==> config.mk <==
export PLATFORM = sky130hd
export DESIGN_NAME = uart_rx_ctrl
export DESIGN_NICKNAME = d
export VERILOG_FILES = /design/src/rtl/uart_rx_ctrl.sv
export SDC_FILE = /design/constraint.sdc
export NUM_CORES = 1
export LEC_CHECK = 0
export CAP_MARGIN = 20
export CORE_MARGIN = 4
export CORE_UTILIZATION = 40
export DETAILED_ROUTE_END_ITERATION = 16
export GPL_ROUTABILITY_DRIVEN = 0
export GPL_TIMING_DRIVEN = 0
export PLACE_DENSITY = 0.64
export SLEW_MARGIN = 20
export SYNTH_ARGS = -nofsm -noshare
export SYNTH_HDL_FRONTEND = slang
export SYNTH_SLANG_ARGS = --single-unit
export TNS_END_PERCENT = 100
==> constraint.sdc <==
create_clock -name clk -period 2.3 [get_ports clk]
set_clock_uncertainty 0.15 [all_clocks]
set_input_delay 0.46 -clock clk [delete_from_list [all_inputs] [get_ports clk]]
set_output_delay 0.46 -clock clk [all_outputs]
set_load 0.01 [all_outputs]
==> src/rtl/uart_rx_ctrl.sv <==
// UART receiver: start detect, 3-sample majority vote per bit, LSB-first deserialize, parity/stop check.
// Define UART_RX_INPUT_SYNC_EN to pass rx_in through a 2-flop synchronizer (adds 2 cycles of latency).
//
// state    | meaning
// S_IDLE   | line idle, waiting for a low level
// S_START  | timing the start bit; a high majority sample means glitch, back to idle
// S_DATA   | shifting in DATA_WIDTH payload bits
// S_PARITY | checking the parity bit (only when par_en was latched high)
// S_STOP   | checking the stop bit, releasing the byte on a clean frame
module uart_rx_ctrl #(
    parameter int DATA_WIDTH = 8,
    parameter int PRESC_W    = 6
) (
    input  logic                  clk,
    input  logic                  rst,
    input  logic                  rx_in,
    input  logic [PRESC_W-1:0]    prescale,
    input  logic                  par_en,
    input  logic                  par_typ,
    output logic [DATA_WIDTH-1:0] p_data,
    output logic                  data_valid,
    output logic                  par_err,
    output logic                  stp_err
);

    localparam int BIT_CNT_W = $clog2(DATA_WIDTH + 1);

    typedef enum logic [2:0] {
        S_IDLE,
        S_START,
        S_DATA,
        S_PARITY,
        S_STOP
    } state_t;

    state_t                state, state_nx;
    logic                  rx_s;
    logic [PRESC_W-1:0]    presc_q;
    logic                  par_en_q;
    logic                  par_typ_q;
    logic [PRESC_W-1:0]    edge_cnt;
    logic [BIT_CNT_W-1:0]  bit_cnt;
    logic [1:0]            samp_q;
    logic                  bit_val;
    logic [DATA_WIDTH-1:0] shift;
    logic                  done_q;

    logic [PRESC_W-1:0]    half;
    logic                  end_bit;
    logic                  last_bit;
    logic                  start_det;
    logic                  frame_start;
    logic                  cnt_run;
    logic                  shift_en;
    logic                  par_chk;
    logic                  stp_chk;
    logic                  frame_good;

`ifdef UART_RX_INPUT_SYNC_EN
    logic [1:0] sync_q;

    always_ff @(posedge clk or negedge rst) begin
        if (!rst) begin
            sync_q <= 2'b11;
        end else begin
            sync_q <= {sync_q[0], rx_in};
        end
    end

    assign rx_s = sync_q[1];
`else
    assign rx_s = rx_in;
`endif

    assign half     = presc_q >> 1;
    assign end_bit  = (edge_cnt == presc_q - 1'b1);
    assign last_bit = (bit_cnt == BIT_CNT_W'(DATA_WIDTH - 1));

    always_ff @(posedge clk or negedge rst) begin
        if (!rst) begin
            state <= S_IDLE;
        end else begin
            state <= state_nx;
        end
    end

    always_comb begin
        state_nx = state;
        case (state)
            S_IDLE:   if (!rx_s) state_nx = S_START;
            S_START:  if (end_bit) state_nx = bit_val ? S_IDLE : S_DATA;
            S_DATA:   if (end_bit && last_bit) state_nx = par_en_q ? S_PARITY : S_STOP;
            S_PARITY: if (end_bit) state_nx = S_STOP;
            S_STOP:   if (end_bit) state_nx = rx_s ? S_IDLE : S_START;
            default:  state_nx = S_IDLE;
        endcase
    end

    // A low line at the end of a stop bit is taken as the next start bit (back-to-back frames).
    always_comb begin
        start_det   = (state == S_IDLE) && !rx_s;
        frame_start = start_det || ((state == S_STOP) && end_bit && !rx_s);
        cnt_run     = (state != S_IDLE);
        shift_en    = (state == S_DATA) && end_bit;
        par_chk     = (state == S_PARITY) && end_bit;
        stp_chk     = (state == S_STOP) && end_bit;
        frame_good  = stp_chk && bit_val && !(par_en_q && par_err);
    end

    always_ff @(posedge clk or negedge rst) begin
        if (!rst) begin
            presc_q   <= '0;
            par_en_q  <= 1'b0;
            par_typ_q <= 1'b0;
        end else if (frame_start) begin
            presc_q   <= prescale;
            par_en_q  <= par_en;
            par_typ_q <= par_typ;
        end
    end

    always_ff @(posedge clk or negedge rst) begin
        if (!rst) begin
            edge_cnt <= '0;
            bit_cnt  <= '0;
        end else begin
            if (frame_start || !cnt_run || end_bit) begin
                edge_cnt <= '0;
            end else begin
                edge_cnt <= edge_cnt + 1'b1;
            end
            if (frame_start) begin
                bit_cnt <= '0;
            end else if (shift_en) begin
                bit_cnt <= last_bit ? '0 : bit_cnt + 1'b1;
            end
        end
    end

    always_ff @(posedge clk or negedge rst) begin
        if (!rst) begin
            samp_q  <= 2'b00;
            bit_val <= 1'b0;
        end else if (cnt_run) begin
            if (edge_cnt == half - 1'b1) samp_q[0] <= rx_s;
            if (edge_cnt == half) samp_q[1] <= rx_s;
            if (edge_cnt == half + 1'b1) begin
                bit_val <= (samp_q[0] & samp_q[1]) | (samp_q[0] & rx_s) | (samp_q[1] & rx_s);
            end
        end
    end

    always_ff @(posedge clk or negedge rst) begin
        if (!rst) begin
            shift <= '0;
        end else if (shift_en) begin
            shift <= {bit_val, shift[DATA_WIDTH-1:1]};
        end
    end

    // Flags survive a back-to-back restart so a frame break stays visible; an idle start clears them.
    always_ff @(posedge clk or negedge rst) begin
        if (!rst) begin
            par_err <= 1'b0;
            stp_err <= 1'b0;
        end else begin
            if (start_det) begin
                par_err <= 1'b0;
            end else if (par_chk) begin
                par_err <= ((^shift) ^ par_typ_q) != bit_val;
            end
            if (start_det) begin
                stp_err <= 1'b0;
            end else if (stp_chk) begin
                stp_err <= ~bit_val;
            end
        end
    end

    always_ff @(posedge clk or negedge rst) begin
        if (!rst) begin
            done_q     <= 1'b0;
            data_valid <= 1'b0;
            p_data     <= '0;
        end else begin
            done_q     <= frame_good;
            data_valid <= done_q;
            if (done_q) p_data <= shift;
        end
    end

endmodule
* Word-level counts from Yosys, hierarchy flattened
Cells that the tools add are included.
** Storage, ports and cells
- Register bits :: 44
- Input bits :: 11
** Operators by class
- Add/subtract/negate cells :: 5
- Equality and inequality tests :: 15
- Mux-type cells :: 17
- Bitwise operators :: 7
- Reduce and logical (&&, ||, !) cells :: 25
** Operator list (count)
- == test 6 bit :: 3
- two-way mux 3 bit :: 6
- case mux 3 bit (5 select lines) :: 1
- two-way mux 4 bit :: 3
- != test 2 bit (second input constant) :: 5
- logical AND 1 bit :: 9
- parity 8 bit :: 1
- adder 5 x 1 -> 6 bit (second input constant) :: 1
- adder 6 x 1 -> 6 bit (second input constant) :: 1
- == test 3 x 2 -> 1 bit (second input constant) :: 2
- == test 6 x 5 -> 1 bit :: 1
- two-way mux 6 bit :: 1
- AND reduction 2 bit :: 3
- nonzero test 2 bit :: 3
- subtractor 5 x 1 -> 6 bit (second input constant) :: 1
- subtractor 6 x 1 -> 6 bit (second input constant) :: 1
- two-way mux 1 bit :: 5
- AND reduction 5 bit :: 1
- adder 4 x 1 -> 4 bit (second input constant) :: 1
- == test 4 x 3 -> 1 bit (second input constant) :: 1
- bitwise AND 1 bit :: 3
- == test 3 x 1 -> 1 bit (second input constant) :: 1
- == test 3 bit (second input constant) :: 1
- logical NOT 1 bit :: 3
- other kinds (8) :: 11

* Longest topological paths before layout
- Depth after elaboration :: 8
- Depth in mapped cells :: 9
- Gate-level depth less buffers :: 7

* Worst setup path after synthesis
No wires, ideal clock.
- Path type :: register to register
- Start :: register presc_q[2]
- End :: register shift[0]
- Setup time :: 0.125 ns
- Arrival :: 2.068 ns
- Data required time :: 2.025 ns
- Path slack :: -0.042 ns
- Stages on the path, launching flop included :: 9
- Buffers on the path :: 1
- Period minus slack after synthesis :: 2.342 ns
- Cell sequence :: dfrtp_1 buf_4 inv_1 ha_1 a21boi_1 and3_1 o211ai_2 nor3_4 mux2_2
** Between the ends
- Cells in the longest elaborated chain, start to end :: 3
** Ends and longest elaborated chain
- start: declaration :: line 38 : logic [PRESC_W-1:0] presc_q;
- start signal: assignment :: line 116 : presc_q <= prescale;
- subtractor 6 x 1 -> 6 bit :: line 76 : assign end_bit = (edge_cnt == presc_q - 1'b1);
- == test 6 bit :: line 76
- logical AND 1 bit :: line 104 : shift_en = (state == S_DATA) && end_bit;
- end signal: assignment :: line 157 : shift <= {bit_val, shift[DATA_WIDTH-1:1]};
- end: declaration :: line 45 : logic [DATA_WIDTH-1:0] shift;
No other way between the ends.
A chain may end at the register's enable or synchronous reset.

* Worst setup path in the final report
- Start :: register presc_q[2]
- End :: register stp_err
** Between the ends
- Cells in the longest elaborated chain, start to end :: 4
** Ends and longest elaborated chain
- subtractor 6 x 1 -> 6 bit :: line 76
- == test 6 bit :: line 76
- logical AND 1 bit :: line 106 : stp_chk = (state == S_STOP) && end_bit;
- nonzero test 2 bit (no line)
- end signal: assignment :: line 175 : stp_err <= ~bit_val;
- end: declaration :: line 23 : output logic stp_err
No other way between the ends.

==> metrics.cfg <==
[finish]
area_delta_synth_final_pct=30.90
multi_input_area_sq_um=1460
antenna_cells=0
layout_commonest_cell=dfrtp_1
fill_cells=499
fin_nets=287
final_cells=346
drive_gt1_share_pct=29.89
layout_common_cells=dfrtp_1, xnor2_1, clkdlybuf4s50_1
regArea_sq_um=1104
final_area_sq_um=3254

[clock_network]
clock_sinks=44
clock-root-buffer=clkbuf_8
cts_tree=built
clk-insertion-delay-late_ns=0.30
htreeDepth=2
clk_pin_slew_ns=0.08
cts_buffers=5
clock_path_buffers=2

[sta]
rsz0062_at_grt=yes
fmax_mhz=435.8
whs_ns=0.2303
min_period_ns=2.294
slew_violations=0
worst_pin_slew_ns=0.5512
slew_headroom_pct=62.97
timing.final.hold_violations=0
layout_worst_path_cycle_share_pct=99.76
final-setup-viol-count=0

[routing]
wl_met2_mm=2.367
drt-met1-wl_mm=2.564
routed.top_layer=met4
drt_first_pass_iters=4
wire_per_inst_microns=14.93
first_iter_violations=104
via_count=1835
drc=0
drt_wl_total_mm=5.166
antenna_left=0
wl_met3_microns=169
drt-vias-per-instance=5.303

[worst_setup_path]
required_ns=2.33
rr_worst_depth=9
worstReg2RegStart=presc_q[2]
cp.arrival_ns=2.33
start_kind=flop
path_class=reg -> reg
cp-startpoint=presc_q[2]
ff2ff_setup_slack_ns=0.006
endpoint_kind=flop
crit_fanout=6
rr_endpoint=stp_err
crit_end=stp_err

[global_route]
grt_max_degree=33
grt_pass1_wl_mm=8.625
track_usage_pct=14.40
antenna_found_initial=0
grt_pass1_vias=1798
grt_overflow=0

[logic_synthesis]
yosys.area.top_type=dfrtp_1
ys_ff_latch=44
synthesis.area_sq_um=2486
synth_edf_count=0
synth_cells=228
synth_top_area_share_pct=44.29
syn_nets=245
synthTopCellsByArea=dfrtp_1, mux2_2, xnor2_1
synth-async-reset-ratio_pct=100.0
synth_cell_type_count=51
ys_warn_count=0
avgSynthCellArea_sq_um=10.90
synth_ff_type=dfrtp_1
synth-seq-area-share_pct=44.29

[place]
dp_cells=325
dp_hpwl_mm=3.534
place_area_sq_um=2809
port_buffers=21

[run]
maxCapViolations=0

[power]
powerDensity_nw_per_um2=1242
leakagePower_uw=0.001351
peakVddDrop_mv=0.7377

[floorplanning]
dieArea_sq_um=7540
start_util_pct=41.50
dieWidth_microns=86.84
num_rows=28
core_sq_um=5991
die_y_microns=86.84
io_pins=22

[min_path]
worstHoldPathType=reg -> reg

[outcome]
status=finished, final reports clean

-- power by group --
part,switching (uW),internal (uW)
Sequential,199,947
Combinational,1200,1090
Clock,283,327
Total,1680,2360
-- area by class of cell --
cell class | count | share of cell area [%]
inverter | 10 | 1.230
clock inverter | 3 | 1.423
tap | 75 | 2.884
clock buffer | 5 | 2.115
multi-input combinational | 163 | 44.87
sequential | 44 | 33.91
timing repair buffer | 36 | 11.38
buffer | 10 | 2.191
-- flip-flops by register name, indices dropped and copies added (netlist names) --
register,flops
bit_val,1
done_q,1
data_valid,1
par_err,1
shift,8
bit_cnt,4
par_typ_q,1
edge_cnt,6
samp_q,2
par_en_q,1
state,3
p_data,8
stp_err,1
presc_q,6
-- worst max-delay path, stage by stage, from the launching register on --
cell	delay (ns)
dfrtp_1	0.40
buf_6	0.14
inv_4	0.06
ha_4	0.13
a21boi_4	0.24
buf_12	0.14
xnor2_4	0.13
o211ai_4	0.15
or2_4	0.30
a311o_1	0.35
-- worst min path at each step --
stage          startpoint          to  slack, ns  cells after the start
6_report           done_q  data_valid       0.23                      0
5_1_grt            done_q  data_valid       0.26                      0
4_1_cts            done_q  data_valid       0.23                      0
3_5_place_dp       done_q  data_valid       0.21                      0
3_3_place_gp       done_q  data_valid       0.21                      0
2_1_floorplan         rst  bit_cnt[0]       0.01                      0
-- cells in the mapped netlist (all sizes together) (4+ instances only) --
cell / instances
dfrtp: 44
mux2: 27
xnor2: 23
nand3: 12
nor3: 12
inv: 10
o21ai: 9
xor2: 9
buf: 8
nand2: 8
nor2: 8
ha: 6
and3: 4
-- timing repair --
item	in CTS	in global routing
pin swaps	4	14
hold buffers	1	0
endpoints found under the hold margin	12	0
gates resized for setup	22	24
endpoints found under the setup margin	32	27
setup buffers	5	8
cloned	0	0
-- stage by stage --
| stage | setup TNS [ns] | total power, uW | utilization (%) | setup slack (ns) |
|---|---|---|---|---|
| 2_1_floorplan | 0 | 2452 | - | 0.03148 |
| 3_3_place_gp | -32.41 | 2786 | 46.64 | -0.6140 |
| 3_5_place_dp | -5.653 | 2808 | 46.89 | -0.2456 |
| 4_1_cts | 0 | 3744 | 51.73 | 0.004933 |
| 5_1_grt | -0.9384 | 4316 | 54.32 | -0.06836 |
| 6_report | 0 | 4043 | 54.32 | 0.005543 |
-- routing by layer --
layer  track usage (%)  up-vias
met5                 0        -
met4             5.099        0
met3             3.137        4
met2             20.91       32
met1             21.02      908
li1                  -      891
-- cells by family after synthesis --
family,synth area share [%]
AND/OR/NAND/NOR,14.95
AO/OA/AOI/OAI,9.362
flip-flops,44.29
adder cells (fa/ha/maj),3.422
multiplexers,12.63
buffers and inverters,4.076
XOR/XNOR,11.27
(Power assumes the default switching activity.)
